File: src/rtl/mem_port_arbiter_if.sv
// Bundle of signals between the two requesters, the arbiter and the memory.
// master: the requester/memory side; slave: the arbiter itself.
interface mem_port_arbiter_if #(
    parameter int AW = 32,
    parameter int DW = 32
);
    // Instruction-fetch side
    logic          i_req;
    logic [AW-1:0] i_addr;
    logic          i_ack;
    logic [DW-1:0] i_rdata;

    // Load/store side
    logic          d_req;
    logic          d_we;
    logic [AW-1:0] d_addr;
    logic [DW-1:0] d_wdata;
    logic          d_ack;
    logic [DW-1:0] d_rdata;

    // Status
    logic          err;
    logic          busy;

    // Memory port
    logic          mem_en;
    logic          mem_we;
    logic [AW-1:0] mem_addr;
    logic [DW-1:0] mem_wdata;
    logic [DW-1:0] mem_rdata;
    logic          mem_ready;

    modport master (
        output i_req, i_addr,
        input  i_ack, i_rdata,
        output d_req, d_we, d_addr, d_wdata,
        input  d_ack, d_rdata,
        input  err, busy,
        input  mem_en, mem_we, mem_addr, mem_wdata,
        output mem_rdata, mem_ready
    );

    modport slave (
        input  i_req, i_addr,
        output i_ack, i_rdata,
        input  d_req, d_we, d_addr, d_wdata,
        output d_ack, d_rdata,
        output err, busy,
        output mem_en, mem_we, mem_addr, mem_wdata,
        input  mem_rdata, mem_ready
    );
endinterface

File: src/rtl/mem_port_arbiter.sv
// Two-requester arbiter for a single-port memory: I-side (fetch) and D-side
// (load/store). One access at a time, stall-tolerant, with a watchdog that
// aborts accesses the slave never completes. All outputs are registered.
module mem_port_arbiter #(
    parameter int AW          = 32,
    parameter int DW          = 32,
    parameter int ROUND_ROBIN = 1,
    parameter int TIMEOUT     = 16
) (
    input  logic              clk,
    input  logic              rst,
    mem_port_arbiter_if.slave bus
);
    localparam int CW = (TIMEOUT > 0) ? $clog2(TIMEOUT + 1) : 1;
    localparam logic [CW-1:0] TO_VAL = CW'(TIMEOUT);

    typedef enum logic [1:0] {
        IDLE   = 2'd0,
        ACCESS = 2'd1,
        DONE   = 2'd2
    } state_t;

    state_t        state_q, state_d;
    logic          gnt_d_q, gnt_d_d;      // 1 = current access belongs to D-side
    logic          last_d_q, last_d_d;    // 1 = most recent grant went to D-side
    logic [CW-1:0] cnt_q, cnt_d;
    logic [CW-1:0] cnt_inc;

    logic          mem_en_q, mem_en_d;
    logic          mem_we_q, mem_we_d;
    logic [AW-1:0] mem_addr_q, mem_addr_d;
    logic [DW-1:0] mem_wdata_q, mem_wdata_d;
    logic [DW-1:0] i_rdata_q, i_rdata_d;
    logic [DW-1:0] d_rdata_q, d_rdata_d;
    logic          i_ack_q, i_ack_d;
    logic          d_ack_q, d_ack_d;
    logic          err_q, err_d;
    logic          busy_q, busy_d;

    logic          grant;
    logic          pick_d;

    // Next-state and next-output computation for the IDLE/ACCESS/DONE sequencer
    always_comb begin
        state_d     = state_q;
        gnt_d_d     = gnt_d_q;
        last_d_d    = last_d_q;
        cnt_d       = cnt_q;
        mem_en_d    = mem_en_q;
        mem_we_d    = mem_we_q;
        mem_addr_d  = mem_addr_q;
        mem_wdata_d = mem_wdata_q;
        i_rdata_d   = i_rdata_q;
        d_rdata_d   = d_rdata_q;
        i_ack_d     = 1'b0;
        d_ack_d     = 1'b0;
        err_d       = 1'b0;
        grant       = 1'b0;
        pick_d      = 1'b0;
        cnt_inc     = cnt_q + CW'(1);

        case (state_q)
            IDLE: begin
                if (bus.i_req && bus.d_req) begin
                    grant  = 1'b1;
                    pick_d = (ROUND_ROBIN != 0) ? !last_d_q : 1'b1;
                end else if (bus.d_req) begin
                    grant  = 1'b1;
                    pick_d = 1'b1;
                end else if (bus.i_req) begin
                    grant  = 1'b1;
                    pick_d = 1'b0;
                end

                if (grant) begin
                    gnt_d_d  = pick_d;
                    last_d_d = pick_d;
                    cnt_d    = '0;
                    mem_en_d = 1'b1;
                    state_d  = ACCESS;
                    if (pick_d) begin
                        mem_addr_d  = bus.d_addr;
                        mem_we_d    = bus.d_we;
                        mem_wdata_d = bus.d_wdata;
                    end else begin
                        mem_addr_d  = bus.i_addr;
                        mem_we_d    = 1'b0;
                        mem_wdata_d = '0;
                    end
                end
            end

            ACCESS: begin
                cnt_d = cnt_inc;
                // mem_ready is checked first so it wins over a same-cycle timeout
                if (bus.mem_ready) begin
                    if (gnt_d_q) begin
                        d_rdata_d = bus.mem_rdata;
                        d_ack_d   = 1'b1;
                    end else begin
                        i_rdata_d = bus.mem_rdata;
                        i_ack_d   = 1'b1;
                    end
                    mem_en_d = 1'b0;
                    mem_we_d = 1'b0;
                    state_d  = DONE;
                end else if ((TIMEOUT != 0) && (cnt_inc == TO_VAL)) begin
                    if (gnt_d_q) begin
                        d_rdata_d = '0;
                        d_ack_d   = 1'b1;
                    end else begin
                        i_rdata_d = '0;
                        i_ack_d   = 1'b1;
                    end
                    err_d    = 1'b1;
                    mem_en_d = 1'b0;
                    mem_we_d = 1'b0;
                    state_d  = DONE;
                end
            end

            DONE: begin
                cnt_d   = '0;
                state_d = IDLE;
            end

            default: begin
                state_d = IDLE;
            end
        endcase

        busy_d = (state_d != IDLE);
    end

    // State and registered outputs, synchronous active-high reset
    always_ff @(posedge clk) begin
        if (rst) begin
            state_q     <= IDLE;
            gnt_d_q     <= 1'b0;
            last_d_q    <= 1'b0;
            cnt_q       <= '0;
            mem_en_q    <= 1'b0;
            mem_we_q    <= 1'b0;
            mem_addr_q  <= '0;
            mem_wdata_q <= '0;
            i_rdata_q   <= '0;
            d_rdata_q   <= '0;
            i_ack_q     <= 1'b0;
            d_ack_q     <= 1'b0;
            err_q       <= 1'b0;
            busy_q      <= 1'b0;
        end else begin
            state_q     <= state_d;
            gnt_d_q     <= gnt_d_d;
            last_d_q    <= last_d_d;
            cnt_q       <= cnt_d;
            mem_en_q    <= mem_en_d;
            mem_we_q    <= mem_we_d;
            mem_addr_q  <= mem_addr_d;
            mem_wdata_q <= mem_wdata_d;
            i_rdata_q   <= i_rdata_d;
            d_rdata_q   <= d_rdata_d;
            i_ack_q     <= i_ack_d;
            d_ack_q     <= d_ack_d;
            err_q       <= err_d;
            busy_q      <= busy_d;
        end
    end

    assign bus.mem_en    = mem_en_q;
    assign bus.mem_we    = mem_we_q;
    assign bus.mem_addr  = mem_addr_q;
    assign bus.mem_wdata = mem_wdata_q;
    assign bus.i_rdata   = i_rdata_q;
    assign bus.d_rdata   = d_rdata_q;
    assign bus.i_ack     = i_ack_q;
    assign bus.d_ack     = d_ack_q;
    assign bus.err       = err_q;
    assign bus.busy      = busy_q;
endmodule

File: src/flat_wrapper.sv
// flat-port wrapper written by rule: the top's interface ports become plain ports
module mem_port_arbiter_flat 
#(
    parameter int AW          = 32,
    parameter int DW          = 32,
    parameter int ROUND_ROBIN = 1,
    parameter int TIMEOUT     = 16
)
  (clk, rst, bus_i_req, bus_i_addr, bus_i_ack, bus_i_rdata, bus_d_req, bus_d_we, bus_d_addr, bus_d_wdata, bus_d_ack, bus_d_rdata, bus_err, bus_busy, bus_mem_en, bus_mem_we, bus_mem_addr, bus_mem_wdata, bus_mem_rdata, bus_mem_ready);
  mem_port_arbiter_if #(.AW(AW), .DW(DW)) bus_i ();
  input  logic clk;
  input  logic rst;
  input wire logic [$bits(bus_i.i_req)-1:0] bus_i_req;
  input wire logic [$bits(bus_i.i_addr)-1:0] bus_i_addr;
  output wire logic [$bits(bus_i.i_ack)-1:0] bus_i_ack;
  output wire logic [$bits(bus_i.i_rdata)-1:0] bus_i_rdata;
  input wire logic [$bits(bus_i.d_req)-1:0] bus_d_req;
  input wire logic [$bits(bus_i.d_we)-1:0] bus_d_we;
  input wire logic [$bits(bus_i.d_addr)-1:0] bus_d_addr;
  input wire logic [$bits(bus_i.d_wdata)-1:0] bus_d_wdata;
  output wire logic [$bits(bus_i.d_ack)-1:0] bus_d_ack;
  output wire logic [$bits(bus_i.d_rdata)-1:0] bus_d_rdata;
  output wire logic [$bits(bus_i.err)-1:0] bus_err;
  output wire logic [$bits(bus_i.busy)-1:0] bus_busy;
  output wire logic [$bits(bus_i.mem_en)-1:0] bus_mem_en;
  output wire logic [$bits(bus_i.mem_we)-1:0] bus_mem_we;
  output wire logic [$bits(bus_i.mem_addr)-1:0] bus_mem_addr;
  output wire logic [$bits(bus_i.mem_wdata)-1:0] bus_mem_wdata;
  input wire logic [$bits(bus_i.mem_rdata)-1:0] bus_mem_rdata;
  input wire logic [$bits(bus_i.mem_ready)-1:0] bus_mem_ready;
  assign bus_i.i_req = bus_i_req;
  assign bus_i.i_addr = bus_i_addr;
  assign bus_i_ack = bus_i.i_ack;
  assign bus_i_rdata = bus_i.i_rdata;
  assign bus_i.d_req = bus_d_req;
  assign bus_i.d_we = bus_d_we;
  assign bus_i.d_addr = bus_d_addr;
  assign bus_i.d_wdata = bus_d_wdata;
  assign bus_d_ack = bus_i.d_ack;
  assign bus_d_rdata = bus_i.d_rdata;
  assign bus_err = bus_i.err;
  assign bus_busy = bus_i.busy;
  assign bus_mem_en = bus_i.mem_en;
  assign bus_mem_we = bus_i.mem_we;
  assign bus_mem_addr = bus_i.mem_addr;
  assign bus_mem_wdata = bus_i.mem_wdata;
  assign bus_i.mem_rdata = bus_mem_rdata;
  assign bus_i.mem_ready = bus_mem_ready;
  mem_port_arbiter #(.AW(AW), .DW(DW), .ROUND_ROBIN(ROUND_ROBIN), .TIMEOUT(TIMEOUT)) u_core (.clk(clk), .rst(rst), .bus(bus_i));
endmodule
File: config.mk
export PLATFORM = sky130hd
export DESIGN_NAME = mem_port_arbiter_flat
export DESIGN_NICKNAME = d
export VERILOG_FILES = /design/src/rtl/mem_port_arbiter_if.sv /design/src/rtl/mem_port_arbiter.sv /design/src/flat_wrapper.sv
export SDC_FILE = /design/constraint.sdc
export NUM_CORES = 1
export LEC_CHECK = 0
export BUFFER_PORTS_ARGS = -buffer_cell sky130_fd_sc_hd__clkbuf_2
export CAP_MARGIN = 20
export CELL_PAD_IN_SITES_DETAIL_PLACEMENT = 2
export CELL_PAD_IN_SITES_GLOBAL_PLACEMENT = 2
export CORE_UTILIZATION = 23
export DETAILED_ROUTE_END_ITERATION = 16
export PLACE_DENSITY_LB_ADDON = 0.12
export SLEW_MARGIN = 20
export SYNTH_ARGS = -nofsm -noshare
export SYNTH_HDL_FRONTEND = slang
export SYNTH_SLANG_ARGS = --single-unit
export TNS_END_PERCENT = 10
File: constraint.sdc
create_clock -name clk -period 1.6 [get_ports clk]
set_input_delay 0.08 -clock clk [delete_from_list [all_inputs] [get_ports clk]]
set_output_delay 0.08 -clock clk [all_outputs]
set_load 0.05 [all_outputs]
---- Word-level counts from Yosys, hierarchy flattened ----
Index checks and enable logic that the tools add are counted.
storage, ports and cells
  register bits after elaboration ......... 142
  input port bits ......................... 134
  output and inout port bits .............. 134
operators by class
  $add $sub $neg .......................... 1
  equal/unequal tests ..................... 5
  mux-type cells .......................... 37
  bitwise operators ....................... 2
  reductions and logical operators ........ 14
operator list
  operator                                               number
  two-way mux 32 bit                                     10
  two-way mux 1 bit                                      19
  one-hot mux 5 bit (3 select lines)                     1
  AND reduction 3 bit                                    3
  two-way mux 2 bit                                      3
  nonzero test 2 bit                                     3
  adder 5 x 1 -> 5 bit, second input constant            1
  equality test 5 bit, second input constant             1
  two-way mux 5 bit                                      1
  one-hot mux 1 bit (2 select lines)                     2
  one-hot mux 2 bit (2 select lines)                     1
  AND reduction 2 bit                                    2
  inequality test 3 x 2 -> 1 bit, second input constant  1
  nonzero test 3 bit                                     1
  OR reduction 3 bit                                     1
  equality test 2 x 1 -> 1 bit, second input constant    1
  equality test 2 bit, second input constant             1
  logical NOT 2 bit                                      1
  inequality test 2 x 1 -> 1 bit, second input constant  1
  inverter 1 bit                                         2
  OR reduction 2 bit                                     1
  logical AND 1 bit                                      1
  logical NOT 1 bit                                      1

---- Longest topological paths before layout ----
  depth after elaboration ................. 7
  gate-level depth with buffers ........... 7
  gate-level depth less buffers ........... 5

---- Worst setup path before layout ----
No wires, ideal clock.
  kind .................................... register to register
  start point ............................. register u_core.cnt_q[0]
  end point ............................... register u_core.d_rdata_q[10], in the netlist u_core.bus.d_rdata[10]
  library setup time ...................... 0.117 ns
  data arrival time ....................... 1.483 ns
  required time ........................... 1.483 ns
  setup slack ............................. 0.001 ns
  cell stages (with the launch flop) ...... 7
  buffers on the path ..................... 2
  period minus slack after synthesis ...... 1.599 ns
  path through ............................ dfxtp_1 ha_1 nand3_4 or3_1 buf_6 buf_6 a22o_1
on the way
  longest elaborated chain between the ends .. 4
RTL lines
  item                                  RTL line                 source
  start: declaration                    mem_port_arbiter.sv:26   logic [CW-1:0] cnt_q, cnt_d;
  start signal: assignment              mem_port_arbiter.sv:156  cnt_q <= cnt_d;
  adder 5 x 1 -> 5 bit                  mem_port_arbiter.sv:60   cnt_inc = cnt_q + CW'(1);
  equality test 5 bit                   mem_port_arbiter.sv:107  end else if ((TIMEOUT != 0) && (cnt_inc == TO_VAL)) begin
  nonzero test 2 bit (no source line)   --
  AND reduction 3 bit (no source line)  --
  end signal: assignment                mem_port_arbiter.sv:162  d_rdata_q <= d_rdata_d;
  end: declaration                      mem_port_arbiter.sv:34   logic [DW-1:0] d_rdata_q, d_rdata_d;
Every way passes these cells.
A chain may end at the register's enable or synchronous reset.

---- Worst setup path in the final report ----
  start point ............................. register u_core.state_q[1]
  end point ............................... register u_core.d_rdata_q[16], in the netlist u_core.bus.d_rdata[16]
on the way
  longest elaborated chain between the ends .. 2
RTL lines
  item                                  RTL line                 source
  start: declaration                    mem_port_arbiter.sv:23   state_t state_q, state_d;
  start signal: assignment              mem_port_arbiter.sv:153  state_q <= state_d;
  equality test 2 x 1 -> 1 bit          mem_port_arbiter.sv:62   case (state_q)
  AND reduction 3 bit (no source line)  --
Every way passes these cells.

==> reports/qor.yml <==
timing:
  grt_setup_unrepaired: "true"
  total_count_of_hold_check_failures_in_the_final_report: 0
  fin_tns_setup_ns: 0
  skew_ns: 0.008337
  final_min_period_over_clock_period_pct: 96.91
  fmax_mhz: 645.0
  worst_slew_margin_rel_pct: 73.71
  slew_viol_final: 0
  finalSetupViolCount: 0
  worst-slew-pin-transition_ns: 0.3943
  finalCriticalPeriod_ns: 1.550
detailed_routing:
  wl_per_cell_um: 18.57
  routed_wl_um: 24330
  number_of_nets_still_failing_antenna_checks_after_routing: 0
  drt_first_pass_iters: 4
  drc: 0
  drt_iter0_markers: 219
  vias: 6200
  via_per_inst: 4.733
floorplan:
  total_die_area_um2: 24980
  row_count: 56
  io-pin-count: 268
  initial_utilization_pct: 23.65
  die_h_um: 158.1
  die-width_um: 158.1
  placeableCoreArea_um2: 23680
global_route:
  grt-ovfl-total: 0
  wire_length_of_the_first_global_routing_pass_um: 36640
  grt_pass1_vias: 6761
  grt_max_degree: 80
  grt.total_usage_pct: 19.03
  antenna_violations_before_repair: 0
pwr:
  p_seq_share_pct: 38.4
  clkPwrFrac_pct: 39.8
  power_switching_mw: 3.216
  power.leakage_nw: 4.178
  internal_power_mw: 6.845
  power.ir.vdd_worst_uv: 448.8
  power.combinational.fraction_pct: 21.8
  power.share.switching_pct: 31.96
  power_density_nw_per_um2: 1065
setup_path:
  timing.critical_path.arrival_ns: 1.85
  cp-end-kind: "flip-flop"
  worstSetupStartpointType: "flip-flop"
  reg2reg_slack_ns: 0.05
  path_type_of_the_worst_setup_path: "flip-flop to flip-flop"
  critical_path.reg2reg.endpoint: "u_core.bus.d_rdata[16]"
  worstSetupStartpoint: "u_core.state_q[1]"
  reg2reg_depth: 5
  required_ns: 1.90
  rr_startpoint: "u_core.state_q[1]"
  worst-path-max-fanout: 32
  endpoint_of_the_most_critical_setup_path: "u_core.bus.d_rdata[16]"
min_path:
  hp-class: "input pin to flip-flop"
cells_and_area:
  layout-drive-gt1-share_pct: 35.72
  fin_util_pct: 39.87
  design.final.nets: 1113
  layout-area-overhead-vs-synth_pct: 68.57
  final_cell_count_no_fill: 1310
  antenna_cells_inserted: 0
logic_synthesis:
  async_reset_ff_share_pct: 0
  synthesis.area_per_instance_um2: 9.510
  synth_compound_gate_area_share_pct: 21.93
  yosys.cell_types.count: 40
  simple_gate_area_share_of_the_yosys_netlist_pct: 21.60
  synth_top_family_by_area: "compound AO/OA/AOI/OAI gates"
  post_synth_mux_area_share_pct: 0
  ys_warn_count: 0
  synth_adder_area_share_pct: 0.2234
  postSynthNetCount: 724
  postSynth.topFlopCell: "dfxtp_1"
  mappedNetlistArea_um2: 5602
  yosys_register_bits: 142
  synth_edf_count: 0
  synth-xor-area-share_pct: 0
  synth-seq-area-share_pct: 50.75
  netlist_instances: 589
run_status:
  run_status: "complete, no violations"
clock_tree:
  number_of_clock_buffers_inserted_by_tritoncts: 17
  cts-root-to-sink-buffers: 2
  tritoncts: "built"
  buffer_cell_driving_the_clock_tree_root: "clkbuf_16"
  clkSlewWorstSetupHoldPaths_ns: 0.06
  clkLatencyLatePin_ns: 0.42
  h-tree-depth: 4
  clock_sinks: 142
job:
  cap_violations: 0
placement:
  port-buffer-count: 267
  placedCellCount: 1146
  post_dp_hpwl_um: 15660
  globalplace.congestion: 0.7461
==> worst min-delay path by stage <==
stage               depth (start not counted)                     to  slack (ns)        startpoint
global route                                5  u_core.bus.i_rdata[1]        0.24               rst
detailed placement                          3  u_core.bus.i_rdata[1]        0.32  bus_mem_rdata[1]
floorplan                                   1         u_core.bus.err        0.16     bus_mem_ready
CTS                                         5  u_core.bus.i_rdata[1]        0.23               rst
finish                                      5  u_core.bus.i_rdata[1]        0.23               rst
global placement                            3  u_core.bus.i_rdata[1]        0.31  bus_mem_rdata[1]
==> timing repair <==
item                                    4_1_cts  5_1_grt
hold buffers                                130        0
gates cloned                                  0        1
hold endpoints to repair                    131        0
setup buffers                                 0        1
endpoints found under the setup margin       63       87
pin swaps                                     0        2
resized for setup                             6       10
==> per-layer routing <==
layer / up-vias / global-route usage, % / wire [µm]
li1: 2917 / - / -
met3: 38 / 4.435 / 1151
met4: 0 / 7.509 / 573
met5: - / 0 / 0
met2: 184 / 33.27 / 12200
met1: 3061 / 22.36 / 10400
==> logic make-up after synthesis <==
| family | Yosys count |
|---|---|
| flops | 142 |
| buf+inv | 62 |
| compound gates | 150 |
| simple gates | 234 |
| fa+ha+maj | 1 |
==> cell usage after synthesis, types with 2 or more instances <==
master    count  area share (%)
a22o_1       63             9.9
dfxtp_1     142              51
a311oi_1     32             5.0
o211ai_1      2            0.27
inv_1         2            0.13
buf_6         7             1.4
nor4_2        2            0.45
nand3_1       3            0.27
o21ai_0       2            0.18
a21oi_1       8            0.71
nor3b_1      64             8.6
clkbuf_1     29             1.9
nor2_1       79             5.3
a211oi_1      2            0.27
buf_1         6            0.40
buf_2        18             1.6
nor3_2        2            0.36
a22oi_1      33             4.4
nand2_1      69             4.6
or3_1         2            0.22
and3_1        2            0.22
nor3_1        2            0.18
==> state kept, by name (all words and copies together) (netlist names) <==
signal,cells
u_core.last_d_q,1
u_core.bus.d_ack,1
u_core.bus.mem_we,1
u_core.bus.mem_wdata,32
u_core.bus.i_rdata,32
u_core.cnt_q,5
u_core.bus.err,1
u_core.state_q,2
u_core.bus.mem_en,1
u_core.bus.d_rdata,32
u_core.bus.mem_addr,32
u_core.bus.busy,1
u_core.bus.i_ack,1
==> stage by stage <==
stage,hold slack [ns],power (mW),setup WS (ns),cell area (µm²)
after floorplan,0.1571,5.127,0.0007199,5602
after global placement,0.3150,5.759,0.01552,7470
after detailed placement,0.3177,5.825,-0.06187,7470
after CTS,0.2258,10.14,-0.01565,9375
after global routing,0.2413,10.50,-0.005502,9443
final,0.2320,10.06,0.04950,9443
==> power by group through the flow <==
stage	clock network [mW]	logic (mW)	registers [mW]
after floorplan	0	0.544	4.58
after global placement	0	1.84	3.92
after detailed placement	0	1.89	3.93
after CTS	4.13	2.15	3.86
after global routing	4.28	2.34	3.89
final	4.00	2.19	3.86
==> critical path, cell delays in order (launching register included) <==
cell and delay [ns]:
dfxtp_2 0.34, and2b_4 0.26, nand3_4 0.09, or3_4 0.35, buf_12 0.18, a22o_1 0.20
==> placed cells by master (no fill, tap or decap), drive strengths merged, types with 4 or more instances in the layout <==
master and n:
clkbuf 285, dfxtp 142, dlygate4sd3 130, nor2 79, nand2 69, nor3b 64, a22o 63, a22oi 33
buf 33, a311oi 32, a21oi 9, inv 7, clkinvlp 4, nand3 4, nor3 4
==> area by class of cell <==
type / instances / area (µm²)
Multi-Input combinational cell: 385 / 2542
Sequential cell: 142 / 2854
Fill cell: 2616 / 14240
Tap cell: 319 / 399.1
Clock buffer: 18 / 429.2
Clock inverter: 14 / 156.4
Timing Repair Buffer: 430 / 3054
Inverter: 2 / 7.507
Note: power is estimated with default switching activity, not from simulation.
